[config.mk]
export PLATFORM = sky130hd
export DESIGN_NAME = uart_tx_fifo
export DESIGN_NICKNAME = d
export VERILOG_FILES = /design/src/rtl/uart_tx_fifo.sv
export SDC_FILE = /design/constraint.sdc
export NUM_CORES = 1
export LEC_CHECK = 0
export BUFFER_PORTS_ARGS = -buffer_cell sky130_fd_sc_hd__buf_2
export CORE_MARGIN = 10
export CORE_UTILIZATION = 35
export CTS_BUF_LIST = sky130_fd_sc_hd__clkbuf_8
export CTS_CLUSTER_DIAMETER = 60
export DETAILED_ROUTE_END_ITERATION = 8
export PLACE_DENSITY = 0.5
export SETUP_SLACK_MARGIN = 0.02
export SLEW_MARGIN = 20
export SYNTH_ARGS = -nofsm -noshare
export SYNTH_HDL_FRONTEND = slang
export SYNTH_SLANG_ARGS = --single-unit
export TNS_END_PERCENT = 20
[constraint.sdc]
create_clock -name sys_clk -period 4.1 [get_ports sys_clk]
set_clock_uncertainty 0.15 [all_clocks]
set_input_delay 0.82 -clock sys_clk [delete_from_list [all_inputs] [get_ports sys_clk]]
set_output_delay 0.82 -clock sys_clk [all_outputs]
set_load 0.005 [all_outputs]
[src/rtl/uart_tx_fifo.sv]
// UART transmitter fed by a small FIFO. While entries are queued, frames go out
// back-to-back with no idle gap between them.
module uart_tx_fifo #(
    parameter int unsigned CLK_DIV    = 434,
    parameter int unsigned DATA_BITS  = 8,
    parameter int unsigned PARITY     = 0,
    parameter int unsigned STOP_BITS  = 1,
    parameter int unsigned FIFO_DEPTH = 4
) (
    input  logic                        sys_clk,
    input  logic                        uart_reset,
    input  logic                        tx_valid,
    input  logic [DATA_BITS-1:0]        tx_data,
    output logic                        tx_ready,
    output logic                        TxD,
    output logic                        busy,
    output logic                        done,
    output logic [$clog2(FIFO_DEPTH):0] fifo_count
);
    localparam int unsigned AW = $clog2(FIFO_DEPTH);
    localparam int unsigned CW = AW + 1;
    localparam int unsigned BW = $clog2(CLK_DIV);
    localparam int unsigned NW = 3;

    typedef enum logic [2:0] {S_IDLE, S_START, S_DATA, S_PAR, S_STOP} state_t;

    state_t                 state_q, state_d;
    logic [BW-1:0]          baud_q, baud_d;
    logic [NW-1:0]          bit_q, bit_d;
    logic [DATA_BITS-1:0]   shift_q, shift_d;
    logic                   par_q, par_d;
    logic                   txd_d, busy_d, done_d;
    logic                   bit_end, start_frame, push, pop;
    logic [CW-1:0]          count_d;
    logic [AW-1:0]          wr_ptr, rd_ptr;
    logic [DATA_BITS-1:0]   mem [FIFO_DEPTH];
    logic [DATA_BITS-1:0]   head;

    assign push    = tx_valid && tx_ready;
    assign head    = mem[rd_ptr];
    assign bit_end = (baud_q == BW'(CLK_DIV - 1));

    // Next-state and next-output logic for the transmit sequencer.
    always_comb begin
        state_d     = state_q;
        baud_d      = baud_q;
        bit_d       = bit_q;
        shift_d     = shift_q;
        par_d       = par_q;
        txd_d       = TxD;
        busy_d      = busy;
        done_d      = 1'b0;
        start_frame = 1'b0;
        pop         = 1'b0;

        if (state_q != S_IDLE) begin
            baud_d = bit_end ? '0 : baud_q + BW'(1);
        end

        case (state_q)
            S_IDLE: begin
                start_frame = (fifo_count != '0);
            end
            S_START: begin
                if (bit_end) begin
                    state_d = S_DATA;
                    txd_d   = shift_q[0];
                    shift_d = shift_q >> 1;
                    bit_d   = '0;
                end
            end
            S_DATA: begin
                if (bit_end) begin
                    if (bit_q == NW'(DATA_BITS - 1)) begin
                        if (PARITY != 0) begin
                            state_d = S_PAR;
                            txd_d   = par_q;
                        end else begin
                            state_d = S_STOP;
                            txd_d   = 1'b1;
                            bit_d   = '0;
                        end
                    end else begin
                        txd_d   = shift_q[0];
                        shift_d = shift_q >> 1;
                        bit_d   = bit_q + NW'(1);
                    end
                end
            end
            S_PAR: begin
                if (bit_end) begin
                    state_d = S_STOP;
                    txd_d   = 1'b1;
                    bit_d   = '0;
                end
            end
            S_STOP: begin
                if (bit_q == NW'(STOP_BITS - 1)) begin
                    // Registered one cycle early so done covers the final stop cycle.
                    done_d = (baud_q == BW'(CLK_DIV - 2));
                    if (bit_end) begin
                        if (fifo_count != '0) begin
                            start_frame = 1'b1;
                        end else begin
                            state_d = S_IDLE;
                            txd_d   = 1'b1;
                            busy_d  = 1'b0;
                        end
                    end
                end else if (bit_end) begin
                    bit_d = bit_q + NW'(1);
                end
            end
            default: begin
                state_d = S_IDLE;
                txd_d   = 1'b1;
                busy_d  = 1'b0;
            end
        endcase

        if (start_frame) begin
            pop     = 1'b1;
            state_d = S_START;
            baud_d  = '0;
            txd_d   = 1'b0;
            busy_d  = 1'b1;
            shift_d = head;
            par_d   = (PARITY == 1) ? ~^head : ^head;
        end
    end

    assign count_d = fifo_count + CW'(push) - CW'(pop);

    // State, counters, FIFO pointers and registered outputs.
    always_ff @(posedge sys_clk or posedge uart_reset) begin
        if (uart_reset) begin
            state_q    <= S_IDLE;
            baud_q     <= '0;
            bit_q      <= '0;
            shift_q    <= '0;
            par_q      <= 1'b0;
            TxD        <= 1'b1;
            busy       <= 1'b0;
            done       <= 1'b0;
            fifo_count <= '0;
            tx_ready   <= 1'b1;
            wr_ptr     <= '0;
            rd_ptr     <= '0;
        end else begin
            state_q    <= state_d;
            baud_q     <= baud_d;
            bit_q      <= bit_d;
            shift_q    <= shift_d;
            par_q      <= par_d;
            TxD        <= txd_d;
            busy       <= busy_d;
            done       <= done_d;
            fifo_count <= count_d;
            tx_ready   <= (count_d != CW'(FIFO_DEPTH));
            if (push) wr_ptr <= wr_ptr + AW'(1);
            if (pop)  rd_ptr <= rd_ptr + AW'(1);
        end
    end

    // Storage needs no reset; occupancy is tracked by fifo_count.
    always_ff @(posedge sys_clk) begin
        if (push) mem[wr_ptr] <= tx_data;
    end

endmodule

Word level (Yosys, flattened, before mapping)
Memory sizes are Yosys's and may differ from the RTL's.
Cells that the tools add are included.
- add/subtract/negate cells: 6
- eq/ne operators: 22
- mux-type cells: 46
- reductions and logical operators: 15
- operator list (cell ; number):
    $mux 3 ; 13
    $mux 8 ; 4
    $mux 9 ; 3
    $ne 3x3->1 const B ; 9
    $mux 1 ; 20
    $eq 9x9->1 const B ; 2
    $pmux 8 s2 ; 1
    $pmux 3 s5 ; 1
    $reduce_bool 3->1 ; 4
    $add 9x1->9 const B ; 1
    $pmux 3 s3 ; 1
    $ne 2x2->1 const B ; 4
    $reduce_and 4->1 ; 2
    $reduce_and 8->1 ; 1
    $reduce_and 7->1 ; 1
    $eq 3x2->1 const B ; 2
    $eq 3x3->1 const B ; 2
    $logic_not 3->1 ; 2
    $pmux 1 s5 ; 1
    $reduce_and 5->1 ; 1
    $add 2x1->2 const B ; 2
    $ne 2x1->1 const B ; 2
    $pmux 1 s2 ; 2
    $reduce_or 4->1 ; 1
    7 further kinds ; 7
- bits in registers: 34
- bits in writable memories: 32
- output and inout port bits: 7
- word-level logic and storage cells: 101
- memories kept: 1
- memories (memory ; words ; bits a word ; read ports ; clocked after Yosys merged registers in ; write ports ; line ; source):
    mem ; 4 ; 8 ; 1 ; 0 ; 1 ; 36 ; logic [DATA_BITS-1:0] mem [FIFO_DEPTH];

Longest topological paths before layout
- depth in word-level cells: 8
- mapped depth: 13
- gate-level depth less buffers: 12

Worst setup path after synthesis
Ideal clock, no wire load.
- kind: flip-flop to flip-flop
- start: reg baud_q[2]
- end: reg tx_ready
- library setup time: 0.083 ns
- arrival time: 2.651 ns
- slack: 1.217 ns
- stages on the path, launching flop included: 13
- period minus slack after synthesis: 2.883 ns
- cell sequence: dfrtp_1 -> buf_6 -> or4b_4 -> o41ai_4 -> nand2_2 -> buf_6 -> inv_1 -> ha_1 -> inv_1 -> ha_1 -> fa_1 -> nor2_1 -> nand2_1
- longest elaborated chain between the ends: 7
- ends and longest elaborated chain (what ; line ; source):
    start: declaration ; 28 ; logic [BW-1:0] baud_q, baud_d;
    start signal: assignment ; 151 ; baud_q <= baud_d;
    $eq 9x9->1 ; 41 ; assign bit_end = (baud_q == BW'(CLK_DIV - 1));
    $mux 1 ; 101 ; if (bit_end) begin
    $mux 1 ; 98 ; if (bit_q == NW'(STOP_BITS - 1)) begin
    $pmux 1 s2 ; 60 ; case (state_q)
    $mux 1 ; 121 ; if (start_frame) begin
    $sub 3x1->3 ; 132 ; assign count_d = fifo_count + CW'(push) - CW'(pop);
    net count_d[1] ; 34 ; logic [CW-1:0] count_d;
    $ne 3x3->1 ; 159 ; tx_ready <= (count_d != CW'(FIFO_DEPTH));
    end signal: assignment ; 159 ;
    end: declaration ; 14 ; output logic tx_ready,
The timed path passes the listed nets, and every way through them passes these cells.
A chain may end at the register's enable or synchronous reset.

Worst setup path in the final report
Same ends and word-level chain as after synthesis.

==> metrics list <==
* Result of the run: completed
- Cell types with the largest area share after synthesis: sky130_fd_sc_hd__edfxtp_1 31%, sky130_fd_sc_hd__dfrtp_1 26%, sky130_fd_sc_hd__mux4_2 5.8%
* Total setup violations reported at the end of the flow: 0
- PnR worst setup slack: 0.9556 ns
- The floorplan has 34 rows.
* Minimum setup slack after placement: 0.9851 ns
- Measured along the x axis, the die boundary spans 114.5 microns.
* DRC Markers: 0
- Cell internal power dissipation: 0.001171 W
- Entering global routing, the biggest net connects 35 pins.
- Total count of hold-check failures in the final report: 0
- Final period utilization: 76.69%
- Fmax: 318.0 MHz
- Vias in the first global route: 1842
- Post-DR vias/cell: 4.865
- After detailed routing, the average wire length per cell comes to 15.26 microns.
- CTS built an H-tree with a depth of 3.
- The synthesized design spends more area on one cell type than any other, namely sky130_fd_sc_hd__edfxtp_1.
- Sequential cell area fraction in the yosys report: 58.00%
- The detailed router placed 1732 vias in this run.
- Hold repair after CTS inserted 0 buffers.
- The number of pins with negative max-slew slack in the final report was 0.
- Kind of start point of the critical path: flip-flop
- VDD sags by at most 0.2349 mV.
- At the end of the flow, the number of nets in the layout was 267.
- The clock passes through at most 2 buffers.
* Wire length after detailed routing: 5433 microns
* Worst reg-to-reg path cell count: 10
- Fraction of registers with async set or reset after synthesis: 51.52%
- The worst hold path begins at wr_ptr[0]$_DFFE_PP0P_.
- Buffers inserted during clock tree synthesis total 9.
- Arrival time at the worst endpoint: 3.26 ns
- The number of nets handed over by synthesis was 246.
- Path category of the worst min-delay check: flip-flop to flip-flop
- Measured against its own limit, the worst slew margin works out to 49.52%.
* Portion of total power attributed to the clock network: 35.7%
- Instance count along the most critical hold path: 1
- From synthesis to final layout, the design area changed by 11.96%.
- Setup repair after global routing missed its margin: no
* Core Footprint: 8721 sq um
* Category of the worst setup path capture point: flip-flop
- Post-synth cell types: 47
* Power density over the cells: 460.5 nW/um^2
* Leftover overflow at the end of global routing: 0
- TNS Setup: 0 ns
- Number of warnings issued by yosys: 0
* Proportion of layout cells with a drive suffix above 1: 27.42%
* GRT Total Usage: 8.888%
- Flip-flop cell with the highest count after synthesis: sky130_fd_sc_hd__edfxtp_1
- Of the total power, registers draw 51.6%.
- The analysis attributes to cell leakage a power of 1.414 nW.
* Count of flip-flops with a built-in enable after synthesis: 32
- For flop-to-flop paths, the worst setup slack is 0.96 ns.
* Antenna violation net count after detailed routing: 0
* Switching part of the total: 27.37%
- The first routing iteration left 59 violations.
* Port Buf Inserts: 17
- Clock-pin slew was measured on the worst setup and hold paths at 0.08 ns.
* Antenna violations before repair: 0
- From bottom edge to top edge, the die measures 114.5 microns.
* Number of top-level pins: 18
- In this run the mean area of a mapped cell was 14.09 sq um.
- At the pin with the least slew margin, the transition time is 0.7564 ns.
- Max-cap violations: 0
- Of the total power, combinational logic draws 12.8%.
* Maximum fanout encountered on the critical timing path: 11
- Antenna diodes: 0
- Number of buffers inserted to repair setup after CTS: 0
- Number of standard cells after synthesis: 222
- Hpwl dp: 3644 microns
* Hold-critical path endpoint: wr_ptr[0]$_DFFE_PP0P_
- Routability-driven placement finished with a final weighted congestion of 0.7200.
- Across all hold checks on the routed design, the worst slack comes to 0.3884 ns.
* R2r endpoint: tx_ready$_DFF_PP1_
- The worst setup path is of the flip-flop to flip-flop kind.
- Starting Density: 35.87%
* Cell area after technology mapping: 3128 sq um
* Count of clock tree sinks: 66
- The first global-routing pass estimated 9225 microns of wire.
- Critical path required time: 4.22 ns
- Synthesis inferred 66 register bits.
- TritonCTS built the clock tree.
* Total die area: 13120 sq um
- The later pin in the worst-skew pair is clocked with a latency of 0.35 ns.
- Share of the synthesized area in the top cell type: 30.72%
- Final min period: 3.144 ns
- Detailed-router iteration count before antenna repair: 4
* R2r startpoint: baud_q[2]$_DFFE_PP0P_
- Cell at the root of the clock tree: sky130_fd_sc_hd__clkbuf_8
* Switching power total: 0.0004413 W
- Post-CTS resize count: 0
## Yosys cell counts, types with 4 or more instances
| cell type | count |
|---|---|
| sky130_fd_sc_hd__dfrtp_1 | 32 |
| sky130_fd_sc_hd__edfxtp_1 | 32 |
| sky130_fd_sc_hd__inv_1 | 15 |
| sky130_fd_sc_hd__ha_1 | 12 |
| sky130_fd_sc_hd__nor2_1 | 12 |
| sky130_fd_sc_hd__mux2_2 | 11 |
| sky130_fd_sc_hd__a21oi_1 | 8 |
| sky130_fd_sc_hd__mux4_2 | 8 |
| sky130_fd_sc_hd__nand2_1 | 8 |
| sky130_fd_sc_hd__xor2_1 | 7 |
| sky130_fd_sc_hd__mux2_4 | 6 |
| sky130_fd_sc_hd__nand3_1 | 6 |
| sky130_fd_sc_hd__o21ai_0 | 6 |
| sky130_fd_sc_hd__and3_1 | 5 |
| sky130_fd_sc_hd__mux2i_1 | 4 |
| sky130_fd_sc_hd__o2111ai_1 | 4 |
| sky130_fd_sc_hd__xnor2_1 | 4 |
## power groups by stage
stage / sequential (W) / clock, W / combinational, W
after floorplan: 0.000838 / 0 / 0.000144
after global placement: 0.000845 / 0 / 0.000213
after detailed placement: 0.000846 / 0 / 0.000214
after CTS: 0.000833 / 0.000594 / 0.000216
after global routing: 0.000842 / 0.000624 / 0.000239
final: 0.000832 / 0.000575 / 0.000206
## cell usage in the layout (no fill, tap or decap), drive strengths merged, types with 4 or more instances in the layout
cell type and instances:
a21oi 8, dfrtp 32, edfxtp 32, o21ai 6, nand3 6, mux4 8, mux2i 4, xor2 7
nand2 9, and3 5, inv 18, o2111ai 4, nor2 12, mux2 17, ha 12, clkbuf 9
xnor2 4, buf 18
## final cells by class
class | instances | area [sq um]
fill | 812 | 5219
tap | 108 | 135.1
clock inverter | 7 | 83.83
multi-input combinational | 133 | 1196
clock buffer | 9 | 123.9
timing repair buffer | 18 | 92.59
sequential | 66 | 1814
inverter | 15 | 56.30
## worst max-delay path, cell delays in order (launching register included)
cell                      delay (ns)
sky130_fd_sc_hd__dfrtp_1        0.49
sky130_fd_sc_hd__or4b_4         0.61
sky130_fd_sc_hd__o41ai_4        0.37
sky130_fd_sc_hd__nand2_2        0.29
sky130_fd_sc_hd__inv_1          0.12
sky130_fd_sc_hd__ha_1           0.22
sky130_fd_sc_hd__inv_1          0.06
sky130_fd_sc_hd__ha_1           0.15
sky130_fd_sc_hd__fa_1           0.43
sky130_fd_sc_hd__nor2_1         0.12
sky130_fd_sc_hd__nand2_1        0.06
## state kept, by name, indices dropped and copies added, names as in the netlist
signal and flops:
bit_q 3, mem 32, wr_ptr 2, state_q 3, tx_ready 1, busy 1
done 1, shift_q 8, TxD 1, baud_q 9, fifo_count 3, rd_ptr 2
## routing by layer
layer	vias to the layer above	GRT usage [%]	part of all wire, %
li1	860	-	-
met1	844	10.87	48
met2	20	14.04	47
met3	8	2.411	3.0
met4	0	4.511	2.0
met5	-	0	0
## how the worst max path moves through the flow
stage / start / end / depth (start not counted)
final: baud_q[2]$_DFFE_PP0P_ / tx_ready$_DFF_PP1_ / 10
after global routing: baud_q[2]$_DFFE_PP0P_ / tx_ready$_DFF_PP1_ / 10
after CTS: baud_q[2]$_DFFE_PP0P_ / tx_ready$_DFF_PP1_ / 10
after detailed placement: baud_q[2]$_DFFE_PP0P_ / tx_ready$_DFF_PP1_ / 10
after global placement: baud_q[2]$_DFFE_PP0P_ / tx_ready$_DFF_PP1_ / 10
after floorplan: baud_q[2]$_DFFE_PP0P_ / tx_ready$_DFF_PP1_ / 12
## cell families (layout without fill, tap and decap cells)
family | count (synthesis) | count (layout) | synth area share (%)
and+or+nand+nor | 53 | 53 | 9.441
adders and majority gates | 13 | 13 | 5.440
buffers and inverters | 23 | 49 | 3.760
DFF | 66 | 66 | 58.00
xor gates and xnor gates | 11 | 11 | 3.080
AOI/OAI and AO/OA | 27 | 27 | 6.400
muxes | 29 | 29 | 13.88
## stage by stage
stage | utilization (%) | cells | cell area (sq um) | power, W
3_3_place_gp | 37.78 | 340 | 3294 | 0.001058
5_1_grt | 40.16 | 356 | 3502 | 0.001705
4_1_cts | 40.16 | 356 | 3502 | 0.001643
2_1_floorplan | - | 222 | 3128 | 0.0009813
6_report | 40.16 | 356 | 3502 | 0.001613
3_5_place_dp | 37.78 | 340 | 3294 | 0.001061
Power figures use the tool's default switching activity.
